`config.mk`:
```
export PLATFORM = sky130hd
export DESIGN_NAME = ckong_dl_ctrl
export DESIGN_NICKNAME = d
export VERILOG_FILES = /design/src/rtl/ckong_dl_pkg.sv /design/src/rtl/ckong_dl_hold_timer.sv /design/src/rtl/ckong_dl_ctrl.sv
export SDC_FILE = /design/constraint.sdc
export NUM_CORES = 1
export LEC_CHECK = 0
export ABC_AREA = 1
export CAP_MARGIN = 25
export CORE_UTILIZATION = 50
export CTS_BUF_LIST = sky130_fd_sc_hd__clkbuf_8
export DETAILED_ROUTE_END_ITERATION = 12
export PLACE_DENSITY = 0.8
export SYNTH_ARGS = -nofsm -noshare
export SYNTH_HDL_FRONTEND = slang
export SYNTH_SLANG_ARGS = --single-unit
```
`constraint.sdc`:
```
create_clock -name clk_sys -period 4.12 [get_ports clk_sys]
set_input_delay 0.412 -clock clk_sys [delete_from_list [all_inputs] [get_ports clk_sys]]
set_output_delay 0.412 -clock clk_sys [all_outputs]
set_load 0.01 [all_outputs]
```
`src/rtl/ckong_dl_pkg.sv`:
```
// Shared types and ROM region map for the ckong download controller.
// CKONG_DL_CHECKSUM_EN widens the error vector to carry the checksum flag.
package ckong_dl_pkg;

    typedef enum logic [1:0] {
        S_HOLD = 2'd0,
        S_RUN  = 2'd1,
        S_LOAD = 2'd2
    } dl_state_t;

    // Regions are contiguous from address 0, so only the inclusive upper limits are needed.
    localparam logic [16:0] PRG_LIMIT = 17'h05FFF;
    localparam logic [16:0] CHR_LIMIT = 17'h09FFF;
    localparam logic [16:0] SPR_LIMIT = 17'h0DFFF;
    localparam logic [16:0] SND_LIMIT = 17'h10FFF;

    localparam logic [3:0] REGION_PRG = 4'b0001;
    localparam logic [3:0] REGION_CHR = 4'b0010;
    localparam logic [3:0] REGION_SPR = 4'b0100;
    localparam logic [3:0] REGION_SND = 4'b1000;

`ifdef CKONG_DL_CHECKSUM_EN
    localparam int ERR_W = 3;
`else
    localparam int ERR_W = 2;
`endif

    function automatic logic [3:0] region_decode(input logic [16:0] addr);
        logic [3:0] r;
        r = 4'b0000;
        if (addr <= PRG_LIMIT)      r = REGION_PRG;
        else if (addr <= CHR_LIMIT) r = REGION_CHR;
        else if (addr <= SPR_LIMIT) r = REGION_SPR;
        else if (addr <= SND_LIMIT) r = REGION_SND;
        return r;
    endfunction

endpackage

```
`src/rtl/ckong_dl_hold_timer.sv`:
```
// Loadable up-counter that raises done after CYCLES counting cycles since the last load.
module ckong_dl_hold_timer #(
    parameter int CYCLES = 1024
) (
    input  logic clk,
    input  logic rst,
    input  logic load,
    input  logic en,
    output logic done
);
    localparam int CW = $clog2(CYCLES + 1);

    logic [CW-1:0] cnt_q, cnt_d;

    assign done = (cnt_q == CW'(CYCLES - 1));

    always_comb begin
        cnt_d = cnt_q;
        if (load)
            cnt_d = '0;
        else if (en && !done)
            cnt_d = cnt_q + CW'(1);
    end

    always_ff @(posedge clk or posedge rst) begin
        if (rst) cnt_q <= '0;
        else     cnt_q <= cnt_d;
    end

endmodule

```
`src/rtl/ckong_dl_ctrl.sv`:
```
// HPS ROM download sequencer for ckong: region-tagged ROM writes, core reset hold, error flags.
// Define CKONG_DL_CHECKSUM_EN to add the byte-sum check on dl_error[2].
module ckong_dl_ctrl
    import ckong_dl_pkg::*;
#(
    parameter logic [16:0] ROM_SIZE    = 17'h11000,
    parameter int          HOLD_CYCLES = 1024,
    parameter logic [7:0]  ROM_INDEX   = 8'd0
`ifdef CKONG_DL_CHECKSUM_EN
    ,
    parameter logic [15:0] EXPECT_SUM  = 16'h0000
`endif
) (
    input  logic             clk_sys,
    input  logic             reset,
    input  logic             rst_req,
    input  logic             ioctl_download,
    input  logic [7:0]       ioctl_index,
    input  logic             ioctl_wr,
    input  logic [24:0]      ioctl_addr,
    input  logic [7:0]       ioctl_dout,
    output logic [16:0]      dn_addr,
    output logic [7:0]       dn_data,
    output logic             dn_wr,
    output logic [3:0]       dn_region,
    output logic             cpu_reset,
    output logic             dl_busy,
    output logic [ERR_W-1:0] dl_error
);
    dl_state_t        state_q, state_d;
    logic             hold_load, hold_done;
    logic [16:0]      byte_cnt_q, byte_cnt_d;
    logic [ERR_W-1:0] err_q, err_d;
    logic [16:0]      dn_addr_q, dn_addr_d;
    logic [7:0]       dn_data_q, dn_data_d;
    logic             dn_wr_q, dn_wr_d;
    logic [3:0]       dn_region_q, dn_region_d;
`ifdef CKONG_DL_CHECKSUM_EN
    logic [15:0]      sum_q, sum_d;
`endif
    logic dl_match, in_range, wr_ok, wr_oor, load_entry, load_exit;

    assign dl_match   = ioctl_download && (ioctl_index == ROM_INDEX);
    assign in_range   = ioctl_addr < {8'd0, ROM_SIZE};
    assign wr_ok      = ioctl_wr && dl_match && in_range;
    assign wr_oor     = ioctl_wr && dl_match && !in_range;
    assign load_entry = (state_q != S_LOAD) && (state_d == S_LOAD);
    assign load_exit  = (state_q == S_LOAD) && (state_d != S_LOAD);

    ckong_dl_hold_timer #(.CYCLES(HOLD_CYCLES)) u_hold_timer (
        .clk  (clk_sys),
        .rst  (reset),
        .load (hold_load),
        .en   (state_q == S_HOLD),
        .done (hold_done)
    );

    // Timer is parked at zero outside S_HOLD so every entry into S_HOLD starts a full hold.
    always_comb begin
        state_d   = state_q;
        hold_load = 1'b1;
        case (state_q)
            S_HOLD: begin
                hold_load = rst_req;
                if (dl_match)       state_d = S_LOAD;
                else if (!rst_req && hold_done) state_d = S_RUN;
            end
            S_RUN: begin
                if (dl_match)     state_d = S_LOAD;
                else if (rst_req) state_d = S_HOLD;
            end
            S_LOAD: begin
                if (!ioctl_download) state_d = S_HOLD;
            end
            default: state_d = S_HOLD;
        endcase
    end

    // Clearing on entry happens before accumulation so a write on the entry edge still counts.
    always_comb begin
        byte_cnt_d = load_entry ? '0 : byte_cnt_q;
        if (wr_ok && (byte_cnt_d != '1))
            byte_cnt_d = byte_cnt_d + 17'd1;

        err_d = load_entry ? '0 : err_q;
        if (wr_oor)    err_d[1] = 1'b1;
        if (load_exit) err_d[0] = (byte_cnt_q != ROM_SIZE);
`ifdef CKONG_DL_CHECKSUM_EN
        sum_d = load_entry ? '0 : sum_q;
        if (wr_ok)     sum_d = sum_d + {8'd0, ioctl_dout};
        if (load_exit) err_d[2] = (sum_q != EXPECT_SUM);
`endif

        dn_wr_d     = wr_ok;
        dn_addr_d   = dn_addr_q;
        dn_data_d   = dn_data_q;
        dn_region_d = dn_region_q;
        if (wr_ok) begin
            dn_addr_d   = ioctl_addr[16:0];
            dn_data_d   = ioctl_dout;
            dn_region_d = region_decode(ioctl_addr[16:0]);
        end
    end

    always_ff @(posedge clk_sys or posedge reset) begin
        if (reset) begin
            state_q     <= S_HOLD;
            byte_cnt_q  <= '0;
            err_q       <= '0;
            dn_addr_q   <= '0;
            dn_data_q   <= '0;
            dn_wr_q     <= 1'b0;
            dn_region_q <= '0;
`ifdef CKONG_DL_CHECKSUM_EN
            sum_q       <= '0;
`endif
        end else begin
            state_q     <= state_d;
            byte_cnt_q  <= byte_cnt_d;
            err_q       <= err_d;
            dn_addr_q   <= dn_addr_d;
            dn_data_q   <= dn_data_d;
            dn_wr_q     <= dn_wr_d;
            dn_region_q <= dn_region_d;
`ifdef CKONG_DL_CHECKSUM_EN
            sum_q       <= sum_d;
`endif
        end
    end

    assign dn_addr   = dn_addr_q;
    assign dn_data   = dn_data_q;
    assign dn_wr     = dn_wr_q;
    assign dn_region = dn_region_q;
    assign cpu_reset = (state_q != S_RUN);
    assign dl_busy   = (state_q == S_LOAD);
    assign dl_error  = err_q;

endmodule
```
==> impl_metrics.json <==
{
  "rrSetupSlack_ns": 1.11,
  "grt_use_total_pct": 24.2,
  "ys_warn_count": 0,
  "die_area_um2": 7040,
  "crit_type": "in -> reg",
  "hold_violations": 0,
  "crit_fanout": 10,
  "totalWireLength_mm": 7.98,
  "drv_slew": 0,
  "cts_tree": "yes",
  "seq_area_um2": 1550,
  "vias": 3205,
  "ant_nets": 0,
  "reg2reg_from": "state_q[1]",
  "cts.clk_slew.worst_paths_ns": 0.07,
  "dpl.hpwl_mm": 5.74,
  "cts_resized": 0,
  "worst_pin_slew_ns": 0.729,
  "start_util_pct": 52.2,
  "postPlaceCellArea_um2": 4190,
  "power_density_nw_per_um2": 291,
  "final_cell_mix": "nand2_1 (174), clkdlybuf4s50_1 (79), dfrtp_1 (62), nor2_1 (59), inv_1 (39)",
  "grt_start_max_net_pins": 34,
  "cp.required_ns": 4.40,
  "antennaDiodeCount": 0,
  "clock.fmax_mhz": 317,
  "setup_ws_ns": 0.963,
  "maxCapViolCount": 0,
  "ys_seq_area_share_pct": 46.3,
  "layout_commonest_cell": "nand2_1",
  "period_needed_ns": 3.16,
  "clock-sinks": 62,
  "drt_iter0_drc": 177,
  "totalNegativeSetupSlack_ns": 0,
  "antenna_found_initial": 0,
  "worstHoldPathType": "in -> async",
  "final_design_area_no_fill_um2": 4380,
  "synth.cell_area_um2": 3350,
  "wl_per_cell_um": 12.9,
  "synth.distinct_cells": 30,
  "die_h_um": 83.9,
  "worstSkewPairLatency_ns": 0.34,
  "dr.pass1.iters": 5,
  "drive_gt1_share_pct": 6.07,
  "grt_pass1_vias": 3203,
  "arrival_ns": 3.44,
  "avgSynthCellArea_um2": 7.35,
  "htreeDepth": 3,
  "setup_violations": 0,
  "nets": 590,
  "port_buffers": 79,
  "startpoint_type": "input pin",
  "grt_pass1_wl_mm": 13.5,
  "peakVddDrop_v": 0.000185,
  "cts-root-buf": "clkbuf_8",
  "r2r_cells": 17,
  "rsz0062_at_grt": "no",
  "clockBufferDepth": 2,
  "synth_seq_cells": 62,
  "areaGrowthSynthToFinish_pct": 30.7,
  "grt-ovfl-total": 0,
  "dp_slack_ns": 0.611,
  "gp_congestion": 0.938,
  "core_um2": 6420,
  "rows": 29,
  "status": "finished, final reports clean",
  "drc": 0,
  "io_pins": 80,
  "fin_skew_ns": 0.00667,
  "die_w_um": 83.9,
  "multi_input_area_um2": 1570,
  "fillCellCount": 552,
  "r2r-end": "byte_cnt_q[5]",
  "postCtsSetupRepairBufs": 0,
  "postCtsHoldBufs": 0,
  "cts_buffers": 9,
  "synth.net_count": 507,
  "vias_per_cell": 5.16,
  "period_share_pct": 76.6,
  "endpoint_kind": "register",
  "slew_headroom_pct": 51.3,
  "postSynthCellCount": 456,
  "leakagePower_nw": 2.20
}
[sequential cells by signal, indices dropped and copies added, names as in the netlist]
register,cells
dn_data,8
state_q,2
dl_error,2
dn_region,4
u_hold_timer.cnt_q,11
dn_addr,17
dn_wr,1
byte_cnt_q,17
[metrics by stage]
| stage | hold WS (ns) | utilization, % | std cells | power [mW] |
|---|---|---|---|---|
| CTS | 0.476 | 68.2 | 621 | 1.28 |
| global route | 0.518 | 68.2 | 621 | 1.33 |
| floorplan | 0.473 | - | 456 | 0.717 |
| detailed placement | 0.482 | 65.3 | 605 | 0.784 |
| global placement | 0.466 | 65.3 | 605 | 0.782 |
| finish | 0.472 | 68.2 | 621 | 1.27 |
[Yosys cell counts]
cell | n | area [um2]
and2_1 | 1 | 6.26
o21a_1 | 1 | 7.51
nor2_4 | 2 | 22.5
nor2_1 | 59 | 221
nand2_4 | 1 | 11.3
ha_1 | 5 | 62.6
xor2_1 | 6 | 52.6
nand3_4 | 1 | 17.5
dfrtp_1 | 62 | 1550
clkbuf_1 | 4 | 15.0
buf_2 | 3 | 15.0
or2_2 | 2 | 12.5
nor2_2 | 3 | 18.8
a31oi_1 | 2 | 12.5
inv_1 | 39 | 146
nor4_1 | 2 | 12.5
a21oi_1 | 7 | 35.0
xnor2_1 | 2 | 17.5
o31ai_1 | 3 | 22.5
nand2_2 | 1 | 6.26
nand4_1 | 8 | 50.1
nor3_1 | 3 | 15.0
o21ai_0 | 34 | 170
nor3_4 | 1 | 16.3
nand2_1 | 174 | 653
buf_4 | 1 | 7.51
nand3_1 | 23 | 115
o211ai_1 | 1 | 7.51
clkinv_2 | 1 | 5.00
buf_6 | 4 | 45.0
[cell families after synthesis]
kind of cell | Yosys count | synth area share (%)
XOR/XNOR | 8 | 2.09
AND/OR/NAND/NOR | 281 | 35.2
flip-flops | 62 | 46.3
adder cells (fa/ha/maj) | 5 | 1.87
buffers and inverters | 52 | 6.98
AO/OA/AOI/OAI | 48 | 7.61
[worst max-delay path by stage]
stage | from | cells past startpoint | endpoint | slack, ns
after floorplan | ioctl_index[7] | 20 | byte_cnt_q[14] | 1.29
after global placement | ioctl_index[7] | 20 | byte_cnt_q[8] | 0.72
after detailed placement | ioctl_index[5] | 20 | byte_cnt_q[2] | 0.61
after CTS | ioctl_index[5] | 20 | byte_cnt_q[3] | 0.96
after global routing | ioctl_index[5] | 20 | byte_cnt_q[3] | 0.70
final | ioctl_index[5] | 20 | byte_cnt_q[3] | 0.96
[critical path, stage by stage]
cell and delay, ns:
clkdlybuf4s50_1 0.39, nor2_1 0.11, nand2_1 0.09, nor2_4 0.15, nor2_1 0.07, nor2_1 0.09
ha_1 0.39, clkinv_2 0.12, nand2_2 0.10, inv_1 0.09, ha_1 0.24, nand4_1 0.16
inv_1 0.09, nand2_1 0.11, nor4_1 0.06, ha_1 0.24, nor3_4 0.20, buf_4 0.20
nand2_1 0.07, nand2_1 0.06
[cell type report]
class	instances	share of cell area, %
multi-input combinational	342	35.8
sequential	62	35.4
timing repair buffer	84	18.9
clock inverter	4	0.486
tap	77	2.20
inverter	40	3.46
clock buffer	12	3.77
[per-layer routing]
metal,track usage [%],up-vias,part of all wire [%]
li1,-,1602,-
met1,27.8,1464,42
met2,40.5,117,48
met3,8.11,22,7.8
met4,11.8,0,2.2
met5,0,-,0
[power breakdown]
part / internal (mW) / total [mW] / switching, mW
Clock: 0.263 / 0.500 / 0.236
Sequential: 0.625 / 0.640 / 0.0148
Combinational: 0.0645 / 0.134 / 0.0699
No activity file was read; power rests on OpenSTA's default activity.
